<file path="config.mk">
export PLATFORM = sky130hd
export DESIGN_NAME = seq_pattern_detector
export DESIGN_NICKNAME = d
export VERILOG_FILES = /design/src/rtl/seq_pattern_detector.sv
export SDC_FILE = /design/constraint.sdc
export NUM_CORES = 1
export LEC_CHECK = 0
export ABC_AREA = 1
export CORE_AREA = 5 5 61 49
export DETAILED_ROUTE_END_ITERATION = 12
export DIE_AREA = 0 0 66 54
export HOLD_SLACK_MARGIN = 0.06
export PLACE_DENSITY = 0.76
export SETUP_SLACK_MARGIN = 0.02
export SYNTH_ARGS = -nofsm -noshare
export SYNTH_HDL_FRONTEND = slang
export SYNTH_SLANG_ARGS = --single-unit
</file>
<file path="constraint.sdc">
create_clock -name clk -period 1.6 [get_ports clk]
set_input_delay 0.48 -clock clk [delete_from_list [all_inputs] [get_ports clk]]
set_output_delay 0.48 -clock clk [all_outputs]
set_load 0.02 [all_outputs]
</file>
<file path="src/rtl/seq_pattern_detector.sv">
// ============================================================================
//  Module      : seq_pattern_detector
//  Description : Serial bit-pattern detector against a run-time loadable
//                PAT_LEN-bit pattern. It supports overlapping and
//                non-overlapping match modes and keeps a saturating match
//                counter. The optional macro SEQ_DET_MASK_EN adds a
//                don't-care mask (pat_mask_i) that is captured together with
//                the pattern.
//  Revision    : 1.0 - initial release
// ============================================================================
`default_nettype none

module seq_pattern_detector #(
    parameter int                   PAT_LEN = 4,
    parameter int                   CNT_W   = 8,
    parameter logic [PAT_LEN-1:0]   RST_PAT = PAT_LEN'(4'b0101)
) (
    input  logic                clk,
    input  logic                rst,
    input  logic                din_i,
    input  logic                din_valid_i,
    input  logic [PAT_LEN-1:0]  pat_i,
`ifdef SEQ_DET_MASK_EN
    input  logic [PAT_LEN-1:0]  pat_mask_i,
`endif
    input  logic                pat_load_i,
    input  logic                overlap_en_i,
    input  logic                clr_cnt_i,
    output logic                match_o,
    output logic [CNT_W-1:0]    match_cnt_o,
    output logic                cnt_sat_o,
    output logic                busy_armed_o
);

    localparam int FILL_W = (PAT_LEN > 2) ? $clog2(PAT_LEN) : 1;

    typedef enum logic {
        FILL  = 1'b0,
        ARMED = 1'b1
    } state_t;

    state_t              state_q, state_d;
    logic [FILL_W-1:0]   fill_q,  fill_d;
    logic [PAT_LEN-1:0]  hist_q,  hist_d;
    logic [PAT_LEN-1:0]  pat_q,   pat_d;
    logic                match_q, match_d;
    logic [CNT_W-1:0]    cnt_q,   cnt_d;
    logic                sat_q,   sat_d;
    logic [PAT_LEN-1:0]  mask_w;
    logic [PAT_LEN-1:0]  hist_shift;
    logic                cmp_eq;
    logic                hit;

`ifdef SEQ_DET_MASK_EN
    logic [PAT_LEN-1:0]  mask_q, mask_d;
    assign mask_w = mask_q;
`else
    assign mask_w = '1;
`endif

    // History after accepting the current bit; this is what gets compared
    assign hist_shift = {hist_q[PAT_LEN-2:0], din_i};
    assign cmp_eq     = (((hist_shift ^ pat_q) & mask_w) == '0);

    // Next-state logic: pattern load, history shift, FSM, match and counter
    always_comb begin
        state_d = state_q;
        fill_d  = fill_q;
        hist_d  = hist_q;
        pat_d   = pat_q;
        hit     = 1'b0;
`ifdef SEQ_DET_MASK_EN
        mask_d  = mask_q;
`endif
        if (pat_load_i) begin
            // A load discards any concurrent data bit and re-arms from scratch
            pat_d   = pat_i;
`ifdef SEQ_DET_MASK_EN
            mask_d  = pat_mask_i;
`endif
            fill_d  = '0;
            state_d = FILL;
        end else if (din_valid_i) begin
            hist_d = hist_shift;
            case (state_q)
                FILL: begin
                    if (fill_q == FILL_W'(PAT_LEN - 1)) begin
                        state_d = ARMED;
                        fill_d  = '0;
                        hit     = cmp_eq;
                    end else begin
                        fill_d  = fill_q + 1'b1;
                    end
                end
                ARMED: begin
                    hit = cmp_eq;
                end
                default: begin
                    state_d = FILL;
                    fill_d  = '0;
                end
            endcase
            // Non-overlapping mode demands PAT_LEN fresh bits after a hit
            if (hit && !overlap_en_i) begin
                state_d = FILL;
                fill_d  = '0;
            end
        end
        match_d = hit;

        cnt_d = cnt_q;
        sat_d = sat_q;
        if (clr_cnt_i) begin
            cnt_d = '0;
            sat_d = 1'b0;
        end else begin
            if (match_q && (cnt_q != '1)) begin
                cnt_d = cnt_q + 1'b1;
            end
            if (cnt_d == '1) begin
                sat_d = 1'b1;
            end
        end
    end

    // State registers with asynchronous reset
    always_ff @(posedge clk or posedge rst) begin
        if (rst) begin
            state_q <= FILL;
            fill_q  <= '0;
            hist_q  <= '0;
            pat_q   <= RST_PAT;
            match_q <= 1'b0;
            cnt_q   <= '0;
            sat_q   <= 1'b0;
`ifdef SEQ_DET_MASK_EN
            mask_q  <= '1;
`endif
        end else begin
            state_q <= state_d;
            fill_q  <= fill_d;
            hist_q  <= hist_d;
            pat_q   <= pat_d;
            match_q <= match_d;
            cnt_q   <= cnt_d;
            sat_q   <= sat_d;
`ifdef SEQ_DET_MASK_EN
            mask_q  <= mask_d;
`endif
        end
    end

    assign match_o      = match_q;
    assign match_cnt_o  = cnt_q;
    assign cnt_sat_o    = sat_q;
    assign busy_armed_o = (state_q == ARMED);

endmodule

`default_nettype wire
</file>
==> flow_metrics.tcl <==
set metrics [dict create \
    yosysTopAreaCellShare 0.405 \
    slew_headroom 0.732 \
    startpoint_type "flop" \
    track_usage 0.153 \
    yosys.area.top_type "dfrtp_1" \
    p_total_uw 1050 \
    critPathKind "flop to output pin" \
    wl_per_cell_microns 12.2 \
    cp_num_buf_inv 1 \
    finalNonFillerCells 222 \
    cp_data_arrival_time_ns 1.09 \
    synth_cells 150 \
    clkTransAtPathRegs_ns 0.13 \
    dp_hpwl_microns 1960 \
    cts_made_buffers 3 \
    seq_area_frac_synth 0.452 \
    synth_most_common_cell "nand2_1" \
    r2r_cells 10 \
    synthToLayoutAreaGrowth_pct 39.4 \
    synth_cell_type_count 23 \
    status "finished clean" \
    fmax_mhz 637 \
    grt_pass1_vias 1021 \
    synth_nets 163 \
    core-area_sq_um 2420 \
    fin_util 0.640 \
    p_leak_uw 0.000776 \
    die_h_microns 54 \
    fin_crit_ns 1.57 \
    cpMaxStageDelayCell "dfrtp_2" \
    drv_slew 0 \
    drc 0 \
    antenna_left 0 \
    insertion_delay_ns 0.31 \
    hp-class "input pin to async pin" \
    diodes 0 \
    gr-total-overflow 0 \
    io_pins 22 \
    grt_pass1_wl_microns 4260 \
    hold_ws_ns 0.465 \
    path_depth 1 \
    numClockSinks 20 \
    nets 200 \
    totalWireLength_microns 2710 \
    cts_tree "done" \
    ys_warn_count 0 \
    vias_per_cell 4.89 \
    worstMarginPinSlew_ns 0.400 \
    grt_max_degree 12 \
    vias 1086 \
    crit_fanout 3 \
    cts_root_buf "clkbuf_4" \
    drive_gt1_frac 0.285 \
    die_x_microns 66 \
    drt_iter0_drc 85 \
    placed_cells_incl_taps 215 \
    finalSetupViolCount 0 \
    start_util 0.459 \
    critPathMaxStageDelay_ns 0.45 \
    antenna_found_initial 0 \
    synthArstFlopShare 1.00 \
    fp-row-count 16 \
    synth_seq_cells 20 \
    avgSynthCellArea_sq_um 7.42 \
    place_congestion 0.877 \
    h-tree-depth 1 \
    path_delay_family "flip-flops" \
    yosys-top-cells-count "nand2_1 (48), dfrtp_1 (18), inv_1 (17)" \
    end_kind "output pin" \
    die-area_sq_um 3560 \
    finalHoldViolations 0 \
    finClkSkew_ns 0.0115 \
    synth_edf_count 0 \
    cts_hold_buffers 0 \
    p_per_area_nw_per_um2 678 \
    syn_area_sq_um 1110 \
    cts_buffer_depth 2 \
    peakVddDrop_v 0.000624 \
    cap_violations 0 \
    crit_chain "dlygate4sd2_1" \
    first_pass_iters 4 \
    ys.flop_type "dfrtp_1" \
    synth_area_leaders "dfrtp_1 (40%), nand2_1 (16%), inv_1 (5.7%), nand3_1 (5.4%), dfstp_2 (4.7%)" \
    rsz0062_at_grt "true" \
    worstPathRequired_ns 1.12 \
    period_share 0.980 \
    port_buffers 21 \
    fillCellCount 209 \
]
sequential cells by signal (all words and copies together), names as in the netlist:
signal        flops
match_cnt_o       8
pat_q             4
hist_q            3
fill_q            2
busy_armed_o      1
cnt_sat_o         1
match_o           1
path summary, 6_finish.rpt:
| check | slack, ns | from | endpoint |
|---|---|---|---|
| worst max-delay path | 0.03 | match_cnt_o[0] | match_cnt_o[0] |
| worst max register to register | 0.05 | fill_q[0] | fill_q[0] |
| max in group asynchronous | 0.89 | rst | pat_q[0] |
| worst min-delay path | 0.46 | rst | match_cnt_o[5] |
| worst min register to register | 0.49 | pat_q[0] | pat_q[0] |
| min in group clk | 0.49 | pat_q[0] | pat_q[0] |
placed cells by master, fill, tap and decap left out, types with 2 or more instances in the layout:
cell type        Yosys  routed
a21oi_1              6       6
buf_4                0      14
clkbuf_2             0       4
clkbuf_4             0       3
clkdlybuf4s50_1      0      10
dfrtp_1             18      15
dfrtp_2              0       3
dfstp_2              2       2
dlygate4sd2_1        0       4
inv_1               17      17
nand2_1             48      39
nand2_2              3      10
nand2_4              1       4
nand3_1             12      12
nand3b_1             2       2
nand4_1              3       3
nor2_1              14      13
nor2_4               0       3
nor3_2               0       2
o21ai_0              8       6
what timing repair did:
action | in CTS | in global routing
endpoints found under the setup margin | 12 | 10
gates cloned | 1 | 0
gates resized for setup | 21 | 32
setup buffers | 0 | 2
pin swaps | 1 | 12
kinds of logic (layout without fill, tap and decap cells):
family                     count (synthesis)  after routing  share of synthesized area
DFF                                       20             20                      0.452
and+or+nand+nor                           89             90                      0.352
xor gates and xnor gates                   1              1                    0.00788
AOI/OAI and AO/OA                         16             16                     0.0776
adders and majority gates                  2              2                     0.0225
buffers and inverters                     22             57                     0.0877
worst reg2reg max path, cell delays in order, from the launching register on:
cell and delay (ns):
dfrtp_1 0.41, ha_2 0.19, inv_1 0.04, nand2_2 0.08, nand2_2 0.06, nor2_2 0.11, nand4_1 0.19, nand3_1 0.17
nand2_2 0.08, nand2_1 0.05, o21ai_0 0.07
layer usage:
| metal | track usage | vias to the layer above | wire length (microns) |
|---|---|---|---|
| met2 | 0.291 | 26 | 1390 |
| met3 | 0.0418 | 2 | 117 |
| met5 | 0 | - | 0 |
| met4 | 0.0135 | 0 | 10 |
| li1 | - | 546 | - |
| met1 | 0.182 | 512 | 1190 |
cell type report:
cell class | instances | area (sq um) | area share
clock buffer | 4 | 36.3 | 0.0234
tap | 36 | 45.0 | 0.0291
multi-input combinational | 109 | 602 | 0.388
inverter | 18 | 67.6 | 0.0436
sequential | 20 | 507 | 0.327
timing repair buffer | 35 | 293 | 0.189
stage by stage:
step	TNS, ns	area [sq um]	setup slack [ns]
after floorplan	0	1110	0.0435
after global placement	-0.224	1430	-0.109
after detailed placement	-0.510	1430	-0.206
after CTS	0	1480	0.0225
after global routing	-0.0794	1550	-0.0296
final	0	1550	0.0313
power breakdown:
group / switching, uW / internal [uW] / total, uW
combinational: 89.6 / 85.4 / 175
clock: 169 / 139 / 308
sequential: 25.0 / 542 / 567
total: 284 / 767 / 1050
(Power assumes the default switching activity.)
